--- src/rtl/sample_feeder_pkg.sv ---
// rtl/sample_feeder_pkg.sv - shared types and constants for the sample feeder
package sample_feeder_pkg;

    localparam int DEFAULT_WIDTH = 8;
    localparam int DROP_CNT_W    = 8;

    typedef enum logic {
        IDLE,
        GAP
    } state_t;

endpackage

--- src/rtl/sync_fifo.sv ---
// rtl/sync_fifo.sv - single-clock FIFO with head look-ahead and occupancy count
module sync_fifo #(
    parameter int WIDTH = 8,
    parameter int DEPTH = 4
) (
    input  logic                     clk,
    input  logic                     reset,
    input  logic                     push,
    input  logic [WIDTH-1:0]         push_data,
    input  logic                     pop,
    output logic [WIDTH-1:0]         pop_data,
    output logic                     full,
    output logic                     empty,
    output logic [$clog2(DEPTH):0]   level
);

    localparam int AW = $clog2(DEPTH);

    logic [WIDTH-1:0] mem [DEPTH];
    logic [AW-1:0]    wr_ptr;
    logic [AW-1:0]    rd_ptr;
    logic             push_ok;
    logic             pop_ok;

    assign full     = (level == (AW + 1)'(DEPTH));
    assign empty    = (level == '0);
    assign push_ok  = push && !full;
    assign pop_ok   = pop && !empty;
    assign pop_data = mem[rd_ptr];

    // Storage carries no reset; only the pointers and count define validity.
    always_ff @(posedge clk) begin
        if (push_ok && !reset) begin
            mem[wr_ptr] <= push_data;
        end
    end

    always_ff @(posedge clk) begin
        if (reset) begin
            wr_ptr <= '0;
            rd_ptr <= '0;
            level  <= '0;
        end else begin
            if (push_ok) begin
                wr_ptr <= wr_ptr + 1'b1;
            end
            if (pop_ok) begin
                rd_ptr <= rd_ptr + 1'b1;
            end
            if (push_ok && !pop_ok) begin
                level <= level + 1'b1;
            end else if (pop_ok && !push_ok) begin
                level <= level - 1'b1;
            end
        end
    end

endmodule

--- src/rtl/sample_feeder.sv ---
// rtl/sample_feeder.sv - buffers producer samples, drops zeros, emits paced pulses
module sample_feeder
    import sample_feeder_pkg::*;
#(
    parameter int WIDTH     = DEFAULT_WIDTH,
    parameter int DEPTH     = 4,
    parameter int GAP       = 1,
    parameter bit DROP_ZERO = 1'b1
) (
    input  logic                     clk,
    input  logic                     reset,
    input  logic                     in_valid,
    input  logic [WIDTH-1:0]         in_data,
    output logic                     in_ready,
    output logic                     valid_out,
    output logic [WIDTH-1:0]         data_out,
    output logic [DROP_CNT_W-1:0]    drop_cnt,
    output logic [$clog2(DEPTH):0]   level
);

    localparam int GW = ($clog2(GAP + 1) > 0) ? $clog2(GAP + 1) : 1;

    state_t           state;
    logic [GW-1:0]    gap_cnt;
    logic             fifo_full;
    logic             fifo_empty;
    logic [WIDTH-1:0] fifo_head;
    logic             accept;
    logic             is_drop;
    logic             fifo_push;
    logic             fifo_pop;

    assign in_ready  = !fifo_full && !reset;
    assign accept    = in_valid && in_ready;
    assign is_drop   = DROP_ZERO && (in_data == '0);
    assign fifo_push = accept && !is_drop;
    assign fifo_pop  = (state == sample_feeder_pkg::IDLE) && !fifo_empty;

    sync_fifo #(
        .WIDTH (WIDTH),
        .DEPTH (DEPTH)
    ) u_fifo (
        .clk       (clk),
        .reset     (reset),
        .push      (fifo_push),
        .push_data (in_data),
        .pop       (fifo_pop),
        .pop_data  (fifo_head),
        .full      (fifo_full),
        .empty     (fifo_empty),
        .level     (level)
    );

    always_ff @(posedge clk) begin
        if (reset) begin
            drop_cnt <= '0;
        end else if (accept && is_drop && (drop_cnt != '1)) begin
            drop_cnt <= drop_cnt + 1'b1;
        end
    end

    // The GAP parameter shadows the imported state name, hence the scoped literals.
    always_ff @(posedge clk) begin
        if (reset) begin
            state     <= sample_feeder_pkg::IDLE;
            gap_cnt   <= '0;
            valid_out <= 1'b0;
            data_out  <= '0;
        end else begin
            case (state)
                sample_feeder_pkg::IDLE: begin
                    if (!fifo_empty) begin
                        data_out  <= fifo_head;
                        valid_out <= 1'b1;
                        if (GAP > 0) begin
                            state   <= sample_feeder_pkg::GAP;
                            gap_cnt <= GW'(GAP);
                        end
                    end else begin
                        valid_out <= 1'b0;
                    end
                end
                sample_feeder_pkg::GAP: begin
                    valid_out <= 1'b0;
                    gap_cnt   <= gap_cnt - GW'(1);
                    if (gap_cnt == GW'(1)) begin
                        state <= sample_feeder_pkg::IDLE;
                    end
                end
                default: begin
                    state     <= sample_feeder_pkg::IDLE;
                    valid_out <= 1'b0;
                end
            endcase
        end
    end

endmodule

--- config.mk ---
export PLATFORM = sky130hd
export DESIGN_NAME = sample_feeder
export DESIGN_NICKNAME = d
export VERILOG_FILES = /design/src/rtl/sample_feeder_pkg.sv /design/src/rtl/sync_fifo.sv /design/src/rtl/sample_feeder.sv
export SDC_FILE = /design/constraint.sdc
export NUM_CORES = 1
export LEC_CHECK = 0
export BUFFER_PORTS_ARGS = -buffer_cell sky130_fd_sc_hd__buf_2
export CORE_MARGIN = 3
export CORE_UTILIZATION = 55
export DETAILED_ROUTE_END_ITERATION = 10
export PLACE_DENSITY = 0.77
export REMOVE_ABC_BUFFERS = 1
export SYNTH_ARGS = -nofsm -noshare
export SYNTH_HDL_FRONTEND = slang
export SYNTH_SLANG_ARGS = --single-unit
export TNS_END_PERCENT = 50
--- constraint.sdc ---
create_clock -name clk -period 5.1 [get_ports clk]
set_input_delay 0.255 -clock clk [delete_from_list [all_inputs] [get_ports clk]]
set_output_delay 0.255 -clock clk [all_outputs]
set_load 0.05 [all_outputs]
==> metrics <==
Remaining Overflow, GRT 0; Max IR drop VDD 0.0002718 V; Final Hold Fails 0; ranking of synthesized cells by area edfxtp_1 39%, dfxtp_1 21%, mux4_2 7.4%; Tot GR Track Use 19.60%; wl on met1 ~1900 µm; Switching Power roughly 0.00052 W; Worst-path clk slew 0.06 ns; Routed Wire Length about 4700 µm; Worst-Skew Late Latency between 0.3 and 0.4 ns; Seq/Total Area, Yosys approximately three fifths; Synth top area share between 30% and 40%; RSZ-0062 raised after global routing false; DRC 0; initial antenna violation count 0; crit path launch type flip-flop; maxcap violations 0; most frequent cell after synthesis edfxtp_1; status finished, final reports clean; setup TNS 0 ns; CP Capture Type flip-flop; core area 4144 µm²; drt wl/cell ~17 µm; area leader, netlist edfxtp_1; CTS root buf clkbuf_8; switching part of the total 37.08%; TritonRoute pass-1 iters 4; CP required roughly 5.4 ns; kind of critical path reg2reg; ys flop type edfxtp_1; Arr. time, crit path 2.71 ns; cell internal pwr about 0.00088 W; # port buffers 31; EDFF count, synth 32; post_cts resized 0; vias about 1600; Post-CTS Hold Fix Bufs 0; die span in x 72.62 µm; WL met2 around 2400 µm; clock buffer count from CTS 9; maximum clock insertion buffer count 2; fin crit period between 2 and 2.5 ns; Final nets between 200 and 250; Syn Std Cell Area between 2000 and 2500 µm²; io pins 32; Setup crit start u_fifo.level[0]$_SDFFE_PP0P_; Final GP Congestion 0.8579; reg2reg start u_fifo.level[0]$_SDFFE_PP0P_; initial cell density of the core between 50% and 60%; # H-tree levels 3; Syn-to-layout area delta 13.74%; cells after synthesis approximately 190; worst min-delay path class in2reg; pin count of the biggest net entering global routing 31; Avg Inst Size Synth approximately 13 µm²; Clock power frac 25.7%; die height a little over 70 µm; Reg power frac between 40 and 50%; clock skew 0.005342 ns; post-synth cell types 44; final core utilization 67.00%; cell area power density roughly 510 nW/µm²; # diodes 0; hold path start in_data[1]; P_leak 1.042 nW; DR top layer met4; total power roughly 0.0014 W; final setup margin 2.654 ns; Combinational Power Share 30.1%; Tightest Pin Transition 0.6560 ns; final count of pins violating max slew 0; first-pass GRT wire length 7438 µm; Antenna Violating Nets Remaining 0; share of cells above drive strength 1 around 27%; DRT iter0 DRCs about 120; commonest cells in the netlist 32 x edfxtp_1, 26 x dfxtp_1, 22 x nand2_1; Met3 Wirelength 204 µm; DR vias/cell roughly 5.7; pre-CTS setup slack between 2 and 3 ns; ys async rst share 0%; Setup Viol. Count Final 0; FF+latch count, synth 58; CTS Sinks slightly below 60; crit path max fanout 12; Post-DP HPWL ~3300 µm; setup bufs post-CTS 0; die area about 5300 µm²; row count 23; worst rel slew slack 56.11%; Fmax about 400 MHz; number of synthesis warnings 0; CTS tree yes; vias in the first global route around 1500; Final period util around 48%
-- final cells by class --
| class | instances | area [µm²] |
|---|---|---|
| Inverter | 4 | 15.01 |
| Tap cell | 50 | 62.56 |
| Sequential cell | 58 | 1481 |
| Clock buffer | 11 | 141.4 |
| Multi-Input combinational cell | 116 | 892.1 |
| Clock inverter | 5 | 28.78 |
| Timing Repair Buffer | 31 | 155.1 |
| Fill cell | 323 | 1368 |
-- routing by layer --
layer	track usage, %	up-vias
met1	23.84	754
met5	0	-
met2	31.46	44
li1	-	756
met4	11.07	0
met3	5.372	11
-- placed cells by master, fill, tap and decap left out, types with 3 or more instances in the layout --
| master | instances |
|---|---|
| a21oi_1 | 17 |
| mux4_2 | 8 |
| clkbuf_8 | 10 |
| edfxtp_1 | 32 |
| dfxtp_1 | 26 |
| inv_1 | 3 |
| buf_2 | 31 |
| nor3_1 | 4 |
| clkinv_2 | 3 |
| nor2_1 | 9 |
| o21ai_0 | 3 |
| nor2b_1 | 3 |
| ha_1 | 6 |
| nand2_1 | 22 |
| and3_1 | 5 |
| nand3_1 | 3 |
-- worst max-delay path, stage by stage (launching register included) --
cell	delay [ns]
dfxtp_1	0.45
nor3_1	0.10
nor2_1	0.52
inv_2	0.25
ha_1	0.29
inv_1	0.08
fa_1	0.17
xor2_1	0.08
or3_1	0.31
a21oi_1	0.14
-- metrics by stage --
stage          std cells  cell area, µm²  hold WS, ns
5_1_grt              275            2776       0.1634
3_5_place_dp         259            2606       0.4549
2_1_floorplan        178            2389       0.3241
6_report             275            2776       0.1798
3_3_place_gp         259            2606       0.4437
4_1_cts              275            2776       0.1613
-- state kept, by name, summed over array words and instances (netlist names) --
| name | flops |
|---|---|
| drop_cnt | 8 |
| state | 1 |
| valid_out | 1 |
| u_fifo.mem | 32 |
| u_fifo.rd_ptr | 2 |
| data_out | 8 |
| u_fifo.wr_ptr | 2 |
| gap_cnt | 1 |
| u_fifo.level | 3 |
-- final timing paths --
path | to | slack, ns | depth (start not counted)
setup / recovery | u_fifo.level[2]$_SDFFE_PP0P_ | 2.65 | 9
hold / removal | u_fifo.mem[3][1]$_DFFE_PP_ | 0.18 | 1
hold reg to reg | data_out[7]$_SDFFE_PP0P_ | 0.46 | 2
setup reg to reg | u_fifo.level[2]$_SDFFE_PP0P_ | 2.65 | 9
-- power groups by stage --
stage / logic (W) / registers (W) / clock network (W)
6_report: 0.000423 / 0.000620 / 0.000360
5_1_grt: 0.000456 / 0.000629 / 0.000392
4_1_cts: 0.000423 / 0.000621 / 0.000370
3_5_place_dp: 0.000422 / 0.000630 / 0
3_3_place_gp: 0.000410 / 0.000623 / 0
2_1_floorplan: 0.000197 / 0.000743 / 0
-- kinds of logic after synthesis --
kind of cell,count (synthesis),synth area share [%]
xor+xnor,4,1.435
buf+inv,12,2.768
simple gates,68,16.81
compound gates,26,5.689
mux,11,8.713
fa+ha+maj,7,3.895
flops,58,60.69
(Power assumes the default switching activity.)
